===== config.mk =====
export PLATFORM = sky130hd
export DESIGN_NAME = input_capture
export DESIGN_NICKNAME = d
export VERILOG_FILES = /design/src/rtl/input_capture_pkg.sv /design/src/rtl/debouncer.sv /design/src/rtl/input_capture.sv
export SDC_FILE = /design/constraint.sdc
export NUM_CORES = 1
export LEC_CHECK = 0
export BUFFER_PORTS_ARGS = -buffer_cell sky130_fd_sc_hd__clkbuf_2
export CAP_MARGIN = 20
export CORE_MARGIN = 2
export CORE_UTILIZATION = 54
export CTS_BUF_LIST = sky130_fd_sc_hd__clkbuf_16
export DETAILED_ROUTE_END_ITERATION = 7
export GPL_TIMING_DRIVEN = 0
export PLACE_DENSITY_LB_ADDON = 0.1
export SYNTH_ARGS = -nofsm -noshare
export SYNTH_HDL_FRONTEND = slang
export SYNTH_SLANG_ARGS = --single-unit

===== constraint.sdc =====
create_clock -name clk -period 1.3 [get_ports clk]
set_input_delay 0.065 -clock clk [delete_from_list [all_inputs] [get_ports clk]]
set_output_delay 0.065 -clock clk [all_outputs]
set_load 0.005 [all_outputs]

===== src/rtl/input_capture_pkg.sv =====
// Shared types and default constants for the input capture stage.
package input_capture_pkg;

  localparam int DATA_WIDTH_DEF      = 8;
  localparam int DEBOUNCE_CYCLES_DEF = 4;

  typedef enum logic {
    WAIT_PRESS   = 1'b0,
    WAIT_RELEASE = 1'b1
  } capture_state_t;

endpackage


===== src/rtl/debouncer.sv =====
// Two-flop button synchroniser plus optional debounce counter (INPUT_CAPTURE_DEBOUNCE_EN).
// dout follows din after 2 sync edges, plus CYCLES edges when debouncing; no backpressure.
module debouncer
  import input_capture_pkg::*;
#(
  parameter int CYCLES = DEBOUNCE_CYCLES_DEF
) (
  input  logic clk,
  input  logic reset,
  input  logic din,
  output logic dout
);

  logic s1_q;
  logic s2_q;

  always_ff @(posedge clk) begin
    if (reset) begin
      s1_q <= 1'b0;
      s2_q <= 1'b0;
    end else begin
      s1_q <= din;
      s2_q <= s1_q;
    end
  end

`ifdef INPUT_CAPTURE_DEBOUNCE_EN
  localparam int CW = $clog2(CYCLES + 1);

  logic          stable_q, stable_d;
  logic [CW-1:0] cnt_q,    cnt_d;

  always_comb begin
    stable_d = stable_q;
    cnt_d    = cnt_q;
    if (s2_q == stable_q) begin
      cnt_d = '0;
    end else if (cnt_q == CW'(CYCLES - 1)) begin
      // Disagreement has persisted long enough: accept the new level.
      stable_d = s2_q;
      cnt_d    = '0;
    end else begin
      cnt_d = cnt_q + CW'(1);
    end
  end

  always_ff @(posedge clk) begin
    if (reset) begin
      stable_q <= 1'b0;
      cnt_q    <= '0;
    end else begin
      stable_q <= stable_d;
      cnt_q    <= cnt_d;
    end
  end

  assign dout = stable_q;
`else
  logic unused_cycles;
  assign unused_cycles = (CYCLES > 0);
  assign dout          = s2_q;
`endif

endmodule


===== src/rtl/input_capture.sv =====
// Syncs/debounces the load button and latches the switch word on a clean armed press.
// Pulse one edge after the debounced level rises (see debouncer, INPUT_CAPTURE_DEBOUNCE_EN); no backpressure.
module input_capture
  import input_capture_pkg::*;
#(
  parameter int DATA_WIDTH      = DATA_WIDTH_DEF,
  parameter int DEBOUNCE_CYCLES = DEBOUNCE_CYCLES_DEF
) (
  input  logic                  clk,
  input  logic                  reset,
  input  logic                  btn_load,
  input  logic [DATA_WIDTH-1:0] sw_data,
  input  logic                  loaddata,
  output logic                  inputdata_ready,
  output logic [DATA_WIDTH-1:0] data_out,
  output logic                  dropped
);

  logic                  stable;
  logic [DATA_WIDTH-1:0] sw_s1_q, sw_s2_q;
  capture_state_t        state_q, state_d;
  logic                  ready_q, ready_d;
  logic [DATA_WIDTH-1:0] data_q,  data_d;
  logic                  dropped_q, dropped_d;

  debouncer #(
    .CYCLES(DEBOUNCE_CYCLES)
  ) u_debouncer (
    .clk  (clk),
    .reset(reset),
    .din  (btn_load),
    .dout (stable)
  );

  always_ff @(posedge clk) begin
    if (reset) begin
      sw_s1_q   <= '0;
      sw_s2_q   <= '0;
      state_q   <= WAIT_PRESS;
      ready_q   <= 1'b0;
      data_q    <= '0;
      dropped_q <= 1'b0;
    end else begin
      sw_s1_q   <= sw_data;
      sw_s2_q   <= sw_s1_q;
      state_q   <= state_d;
      ready_q   <= ready_d;
      data_q    <= data_d;
      dropped_q <= dropped_d;
    end
  end

  always_comb begin
    state_d = state_q;
    case (state_q)
      WAIT_PRESS:   if (stable)  state_d = WAIT_RELEASE;
      WAIT_RELEASE: if (!stable) state_d = WAIT_PRESS;
      default:      state_d = WAIT_PRESS;
    endcase
  end

  // loaddata only matters on the edge that qualifies a press.
  always_comb begin
    ready_d   = 1'b0;
    data_d    = data_q;
    dropped_d = dropped_q;
    if (state_q == WAIT_PRESS && stable) begin
      if (loaddata) begin
        ready_d = 1'b1;
        data_d  = sw_s2_q;
      end else begin
        dropped_d = 1'b1;
      end
    end
  end

  assign inputdata_ready = ready_q;
  assign data_out        = data_q;
  assign dropped         = dropped_q;

endmodule


==> results of run 1 <==
stage by stage:
step	util [%]	instance area (um2)	instances
2_1_floorplan	-	961	82
3_3_place_gp	64.0	1090	127
3_5_place_dp	64.0	1090	127
4_1_cts	73.8	1260	138
5_1_grt	73.8	1260	138
6_report	73.8	1260	138
where the power goes:
group | total, uW | internal [uW] | switching (uW)
Combinational | 88.9 | 55.2 | 33.7
Sequential | 929 | 922 | 7.49
Clock | 1040 | 687 | 354
Total | 2060 | 1660 | 395
per-layer routing:
metal | vias up | part of all wire, % | track usage, %
met4 | 0 | 3.4 | 13.7
li1 | 311 | - | -
met2 | 18 | 51 | 26.4
met1 | 247 | 39 | 15.2
met5 | - | 0 | 0
met3 | 5 | 6.5 | 10.6
cells in the final DEF, fill, tap and decap left out:
master and count:
mux2i_1 8, clkinv_2 1, a21oi_2 1, buf_6 3
buf_2 2, nor2b_1 19, or3b_1 1, dfxtp_1 29
nand2b_1 16, clkinv_1 2, and3b_1 1, clkbuf_2 20
inv_1 1, dlygate4sd3_1 3, clkbuf_16 5, and2b_1 1
worst max path at each step:
stage                  from          end  slack [ns]  cells after the start
finish              state_q  data_out[2]        0.37                      3
global route        state_q  data_out[1]        0.30                      3
CTS                 state_q  data_out[2]        0.35                      3
detailed placement  state_q  data_out[7]        0.37                      3
global placement    state_q  data_out[2]        0.39                      3
floorplan           state_q  data_out[0]        0.44                      3
cell usage after synthesis:
cell / instances
inv_1: 1
and2b_1: 1
buf_6: 3
nand2b_1: 16
and3b_1: 1
mux2i_1: 8
or3b_1: 1
a21oi_2: 1
buf_2: 2
nor2b_1: 19
dfxtp_1: 29
layout make-up:
type,count,area (um2)
Timing Repair Buffer,23,130
Buffer,5,43.8
Sequential cell,29,581
Inverter,1,3.75
Tap cell,25,31.3
Clock inverter,3,12.5
Clock buffer,5,125
Multi-Input combinational cell,47,333
Fill cell,135,448
timing repair:
item / CTS / global route
endpoints found under the setup margin: 0 / 0
hold endpoints to repair: 3 / 0
hold buffers: 3 / 0
critical path: stages, from the launching register on:
cell,delay [ns]
dfxtp_1,0.30
and3b_1,0.21
buf_6,0.16
mux2i_1,0.19
flip-flops by register name (all words and copies together) (netlist names):
| register | count |
|---|---|
| u_debouncer.dout | 1 |
| state_q | 1 |
| u_debouncer.s1_q | 1 |
| data_out | 8 |
| sw_s1_q | 8 |
| inputdata_ready | 1 |
| sw_s2_q | 8 |
| dropped | 1 |
cell families (layout without fill, tap and decap cells):
| kind of cell | Yosys count | count (layout) | synth area share, % |
|---|---|---|---|
| compound gates | 1 | 1 | 0.912 |
| mux | 8 | 8 | 8.33 |
| flops | 29 | 29 | 60.4 |
| buf+inv | 6 | 37 | 4.95 |
| simple gates | 38 | 38 | 25.4 |
==> impl_metrics.yaml, run 1 <==
die:
  rows: 15
  ioPinCount: 22
  core_um2: 1710
  initial_core_util_pct: 56.3
  die_h_um: 46.2
  die-area_um2: 2130
  die_w_um: 46.2
worst_setup_path:
  crit_path_end_kind: "register"
  critPathRequiredTime_ns: 1.50
  worst-r2r-setup-slack_ns: 0.37
  crit_type: "reg2reg"
  cp_max_fo: 9
  rr_startpoint: "state_q"
  rr_endpoint: "data_out[2]"
  arrival_ns: 1.13
  cp-start-kind: "register"
  r2r_cells: 3
routing:
  ant_nets: 0
  postRouteWirelength_um: 1430
  drtIter0Drc: 1
  drcViolationCount: 0
  viasPerCell: 4.21
  wl_per_cell_um: 10.3
  dr.pass1.iters: 2
  vias: 581
power_and_ir_drop:
  vdd_drop_max_mv: 1.34
  report.power.total_uw: 2060
  power.density_nw_per_um2: 1630
  power.leakage_uw: 0.000530
grt:
  grt_pass1_wl_um: 2180
  grt_max_degree: 11
  grt_overflow: 0
  grt_pass1_vias: 504
  antenna_found_initial: 0
  grt_usage_pct: 16.9
cts:
  cts-buffers-inserted: 5
  post-cts-setup-buffer-count: 0
  clkSlewWorstSetupHoldPaths_ns: 0.05
  htreeDepth: 2
  cts_tree: "done"
  clkLatencyLatePin_ns: 0.27
  ctsRootBufferMaster: "clkbuf_16"
  ctsResizeCount: 0
  cts_num_sinks: 29
  clockBufferDepth: 2
yosys:
  synth.avg_cell_area_um2: 11.7
  synth_area_leaders: "dfxtp_1 60%, nor2b_1 12%, nand2b_1 10%"
  synth_top_area_cell: "dfxtp_1"
  yosysTopAreaCellShare_pct: 60.4
  syn-instance-count: 82
  syn_nets: 94
  yosysWarnings: 0
  syn_area_um2: 961
  ys_seq_elements: 29
  ys_types: 11
  ys_seq_area_share_pct: 60.4
cells_and_area:
  n_antenna_cell: 0
  areaGrowthSynthToFinish_pct: 31.1
  nets: 124
  final_layout_size_suffix_gt1_share_pct: 28.3
sta:
  hold_viol_final: 0
  slew_violations: 0
  timing.final.crit_share_pct: 71.6
  fin_hold_ws_ns: 0.00544
  grt_setup_unrepaired: "no"
  relSlewSlack_pct: 87.9
  max_freq_mhz: 1070
  fin_crit_ns: 0.931
  worst_pin_slew_ns: 0.181
  clock_skew_ns: 0.00546
  tns_ns: 0
  final-setup-viol-count: 0
  postLayoutSetupSlackWorst_ns: 0.369
hold_path:
  whs_endpoint: "sw_s1_q[6]"
  hold_path.class: "in2reg"
  min_path_cells: 2
  hp-start: "sw_data[6]"
place:
  globalplace.congestion: 0.660
  post-place-ws_ns: 0.374
  port-buffer-count: 20
  dp_hpwl_um: 932
flow_run:
  cap_violations: 0
run_status:
  status: "finished clean"
(Power assumes the default switching activity.)
==> run 2, diff against run 1 <==
--- a/config.mk
+++ b/config.mk
@@ -8,7 +8,7 @@
 export BUFFER_PORTS_ARGS = -buffer_cell sky130_fd_sc_hd__clkbuf_2
 export CAP_MARGIN = 20
 export CORE_MARGIN = 2
-export CORE_UTILIZATION = 54
+export CORE_UTILIZATION = 50
 export CTS_BUF_LIST = sky130_fd_sc_hd__clkbuf_16
 export DETAILED_ROUTE_END_ITERATION = 7
 export GPL_TIMING_DRIVEN = 0
==> constraint.sdc (replaced) <==
create_clock -name clk -period 0.88 [get_ports clk]
set_input_delay 0.044 -clock clk [delete_from_list [all_inputs] [get_ports clk]]
set_output_delay 0.044 -clock clk [all_outputs]
set_load 0.005 [all_outputs]
==> impl_metrics.yaml, run 2 (synthesis gave the netlist of run 1 again) <==
run_status:
  status: "complete, but fails checks"
  failed_checks: "hold timing, setup timing"
sta:
  final-setup-viol-count: 9
  grt_setup_unrepaired: "yes"
  worst_pin_slew_ns: 0.188
  fin_crit_ns: 0.957
  relSlewSlack_pct: 87.5
  clock_skew_ns: 0.00411
  postLayoutSetupSlackWorst_ns: -0.0774
  fin_hold_ws_ns: -0.00172
  hold_viol_final: 1
  slew_violations: 0
  timing.final.crit_share_pct: 109
  max_freq_mhz: 1040
grt:
  grt_max_degree: 11
  grt_overflow: 0
  grt_pass1_wl_um: 2530
  grt_pass1_vias: 615
  antenna_found_initial: 0
  grt_usage_pct: 17.6
cells_and_area:
  layout_commonest_cell: "dfxtp_1"
  areaGrowthSynthToFinish_pct: 36.6
  final_layout_size_suffix_gt1_share_pct: 31.4
  fillerInstances: 139
  nets: 129
  n_antenna_cell: 0
  final_cell_mix: "27 x dfxtp_1, 20 x clkbuf_2, 19 x nor2b_1"
  layout.cells.non_filler: 143
cts:
  clkLatencyLatePin_ns: 0.27
  cts_tree: "done"
  cts-buffers-inserted: 5
  htreeDepth: 2
  ctsRootBufferMaster: "clkbuf_16"
  clockBufferDepth: 2
  clkSlewWorstSetupHoldPaths_ns: 0.05
  cts_num_sinks: 29
routing:
  wl_met1_um: 645
  wl_met2_um: 800
  drtIter0Drc: 6
  postRouteWirelength_um: 1590
  wl_per_cell_um: 11.1
  top_layer: "met4"
  viasPerCell: 4.41
  dr_wl_met3_um: 111
  vias: 631
  ant_nets: 0
  drcViolationCount: 0
  dr.pass1.iters: 4
flow_run:
  cap_violations: 0
die:
  ioPinCount: 22
  initial_core_util_pct: 54.5
  core_um2: 1760
  die_h_um: 47.8
  rows: 15
  die_w_um: 47.8
  die-area_um2: 2290
worst_setup_path:
  crit_path_end_kind: "register"
  cp-start-kind: "register"
  worst-r2r-setup-slack_ns: -0.08
  rr_endpoint: "data_out[4]"
  r2r_cells: 3
  critPathRequiredTime_ns: 1.08
  rr_startpoint: "state_q"
  crit_type: "reg2reg"
  arrival_ns: 1.16
  cp_max_fo: 5
power_and_ir_drop:
  power.leakage_uw: 0.000559
  power.density_nw_per_um2: 2340
  report.power.total_uw: 3070
  vdd_drop_max_mv: 1.57
hold_path:
  whs_endpoint: "sw_s1_q[7]"
  hp-start: "sw_data[7]"
  hold_path.class: "in2reg"
  min_path_cells: 2
place:
  port-buffer-count: 20
  placed_cells: 127
  globalplace.congestion: 0.666
[run 2: worst max-delay path by stage]
stage / startpoint / to / slack [ns] / cells after the start
6_report: state_q / data_out[4] / -0.08 / 3
5_1_grt: state_q / data_out[0] / -0.13 / 3
4_1_cts: state_q / data_out[6] / -0.1 / 3
3_5_place_dp: state_q / data_out[4] / -0.05 / 3
3_3_place_gp: state_q / data_out[4] / -0.05 / 3
2_1_floorplan: state_q / data_out[0] / 0.02 / 3
[run 2: cell type report]
type	instances	area, um2	area share, %
clock inverters	3	13.8	1.05
clock buffers	5	125	9.53
plain buffers	5	43.8	3.34
repair buffers	28	178	13.5
multi-input cells	47	334	25.5
flip-flops and latches	29	583	44.4
inverters	1	3.75	0.286
well taps	25	31.3	2.38
[run 2: what timing repair did]
action / in CTS / in global routing
pin swaps: 0 / 1
hold endpoints to repair: 7 / 0
hold buffers: 7 / 0
gates resized for setup: 3 / 1
gates cloned: 1 / 0
endpoints found under the setup margin: 10 / 10
setup buffers: 0 / 0
[run 2: metrics by stage]
| stage | setup WS [ns] | hold WS [ns] | instance area, um2 | setup TNS [ns] | util [%] |
|---|---|---|---|---|---|
| 6_report | -0.0774 | -0.00172 | 1310 | -0.629 | 74.4 |
| 5_1_grt | -0.131 | 0.0115 | 1310 | -0.991 | 74.4 |
| 4_1_cts | -0.0965 | 0.000780 | 1310 | -0.758 | 74.3 |
| 3_5_place_dp | -0.0515 | 0.260 | 1090 | -0.359 | 61.9 |
| 3_3_place_gp | -0.0456 | 0.251 | 1090 | -0.200 | 61.9 |
| 2_1_floorplan | 0.0178 | 0.172 | 961 | 0 | - |
[run 2: critical path, cell delays in order (launching register included)]
cell and delay [ns]:
dfxtp_2 0.31, and3b_2 0.26, buf_6 0.14, mux2i_1 0.18
[run 2: metal layers]
layer | vias to the layer above | track usage [%]
li1 | 323 | -
met1 | 283 | 15.9
met2 | 19 | 30.4
met3 | 6 | 10.2
met4 | 0 | 9.73
met5 | - | 0
[run 2: report_power, final]
group	switching [uW]	total (uW)	internal (uW)
Clock	531	1550	1020
Combinational	55.4	150	94.9
Sequential	11.4	1370	1360
==> run 3, diff against run 2 <==
--- a/config.mk
+++ b/config.mk
@@ -7,8 +7,10 @@
 export LEC_CHECK = 0
 export BUFFER_PORTS_ARGS = -buffer_cell sky130_fd_sc_hd__clkbuf_2
 export CAP_MARGIN = 20
+export CELL_PAD_IN_SITES_DETAIL_PLACEMENT = 0
+export CELL_PAD_IN_SITES_GLOBAL_PLACEMENT = 1
 export CORE_MARGIN = 2
-export CORE_UTILIZATION = 50
+export CORE_UTILIZATION = 39
 export CTS_BUF_LIST = sky130_fd_sc_hd__clkbuf_16
 export DETAILED_ROUTE_END_ITERATION = 7
 export GPL_TIMING_DRIVEN = 0
==> impl_metrics.yaml, run 3 (synthesis gave the netlist of run 1 again) <==
run_status:
  status: "complete, but fails checks"
  failed_checks: "hold timing, setup timing"
die:
  die_w_um: 53.6
  ioPinCount: 22
  die_h_um: 53.6
  initial_core_util_pct: 42.2
  rows: 17
  die-area_um2: 2880
  core_um2: 2280
place:
  post-place-ws_ns: -0.0563
  placed_cells: 130
  globalplace.congestion: 0.634
  port-buffer-count: 20
routing:
  viasPerCell: 4.34
  drcViolationCount: 0
  vias: 634
  dr.pass1.iters: 3
  ant_nets: 0
  postRouteWirelength_um: 1490
  wl_per_cell_um: 10.2
  drtIter0Drc: 4
grt:
  grt_pass1_vias: 554
  grt_overflow: 0
  grt_max_degree: 11
  grt_pass1_wl_um: 2370
  antenna_found_initial: 0
  grt_usage_pct: 12.4
power_and_ir_drop:
  vdd_drop_max_mv: 1.45
  power.density_nw_per_um2: 2310
  power.leakage_uw: 0.000552
  p_int_uw: 2470
  combPwrFrac_pct: 4.9
  power_switching_uw: 565
  p_seq_share_pct: 45.2
  clkPwrFrac_pct: 49.9
  netSwitchingFraction_pct: 18.6
sta:
  timing.final.crit_share_pct: 109
  worst_pin_slew_ns: 0.193
  fin_crit_ns: 0.960
  tns_ns: -0.578
  hold_viol_final: 1
  grt_setup_unrepaired: "yes"
  postLayoutSetupSlackWorst_ns: -0.0799
  slew_violations: 0
  final-setup-viol-count: 9
  relSlewSlack_pct: 87.2
  clock_skew_ns: 0.00200
  max_freq_mhz: 1040
  fin_hold_ws_ns: -0.000304
cells_and_area:
  areaGrowthSynthToFinish_pct: 36.7
  layout_commonest_cell: "dfxtp_1"
  layout.cells.non_filler: 146
  final_layout_size_suffix_gt1_share_pct: 29.7
  nets: 129
  final_cell_mix: "28 x dfxtp_1, 20 x clkbuf_2, 19 x nor2b_1"
  n_antenna_cell: 0
cts:
  htreeDepth: 2
  clkSlewWorstSetupHoldPaths_ns: 0.05
  ctsRootBufferMaster: "clkbuf_16"
  cts_tree: "done"
  cts_num_sinks: 29
  clkLatencyLatePin_ns: 0.26
  post-cts-setup-buffer-count: 0
  clockBufferDepth: 2
  cts-buffers-inserted: 5
hold_path:
  hold_path.class: "in2reg"
worst_setup_path:
  slowest_stage: "dfxtp_1"
  cp-start-kind: "register"
  crit_path_end_kind: "register"
  critPathMaxStageDelay_ns: 0.32
  crit_type: "reg2reg"
  worstPathCellList: "and3b_2 > buf_4 > and2b_1"
  critPathRequiredTime_ns: 1.04
  cp_max_fo: 4
  arrival_ns: 1.12
flow_run:
  cap_violations: 0
==> run 3: cell types whose count changed in the layout (fill, tap and decap cells not counted) <==
cell | before | now
clkinv_1 | 0 | 2
clkinv_2 | 2 | 1
dfxtp_1 | 27 | 28
dfxtp_2 | 2 | 1
inv_1 | 2 | 1
==> run 3: path summary, 6_finish.rpt <==
path | slack, ns | to | cells past startpoint | start
worst min-delay path | -0.0003 | sw_s1_q[0] | 2 | sw_data[0]
worst max register to register | -0.08 | inputdata_ready | 3 | state_q
worst max-delay path | -0.08 | inputdata_ready | 3 | state_q
worst min register to register | 0.43 | sw_s2_q[5] | 1 | sw_s1_q[5]
==> run 3: worst max-delay path: cells and delay by family, from the launching register on <==
kind / cells / cell delay [ns]
buffers and inverters: 1 / 0.16
flip-flops: 1 / 0.32
AND/OR/NAND/NOR: 2 / 0.38
==> run 3: per-layer routing <==
layer	track usage (%)	up-vias	wire (um)
met4	8.97	0	31
met3	5.83	4	78
met1	13.0	287	673
met2	19.5	17	706
met5	0	-	0
li1	-	326	-
==> run 3: area by class of cell <==
type / instances / area, um2
Multi-Input combinational cell: 47 / 334
Buffer: 5 / 43.8
Inverter: 1 / 3.75
Timing Repair Buffer: 28 / 178
Clock inverter: 3 / 12.5
Fill cell: 206 / 962
Tap cell: 28 / 35.0
Clock buffer: 5 / 125
Sequential cell: 29 / 582
==> run 3: per-stage QoR <==
stage	power (uW)	utilization, %	instance area (um2)
floorplan	1480	-	961
global placement	1520	48.2	1100
detailed placement	1520	48.2	1100
CTS	3070	57.3	1300
global route	3170	57.7	1310
finish	3040	57.7	1310
==> run 3: power by group through the flow <==
stage | clock, uW | sequential, uW | combinational (uW)
3_5_place_dp | 0 | 1400 | 126
6_report | 1510 | 1370 | 149
3_3_place_gp | 0 | 1400 | 123
4_1_cts | 1550 | 1370 | 149
5_1_grt | 1630 | 1370 | 165
2_1_floorplan | 0 | 1400 | 83.1
==> run 3: repair_timing <==
action / CTS / global route
hold buffers: 7 / 0
resized for setup: 0 / 4
hold endpoints to repair: 7 / 0
cloned: 0 / 1
setup endpoints to repair: 10 / 10
pin swaps: 0 / 1
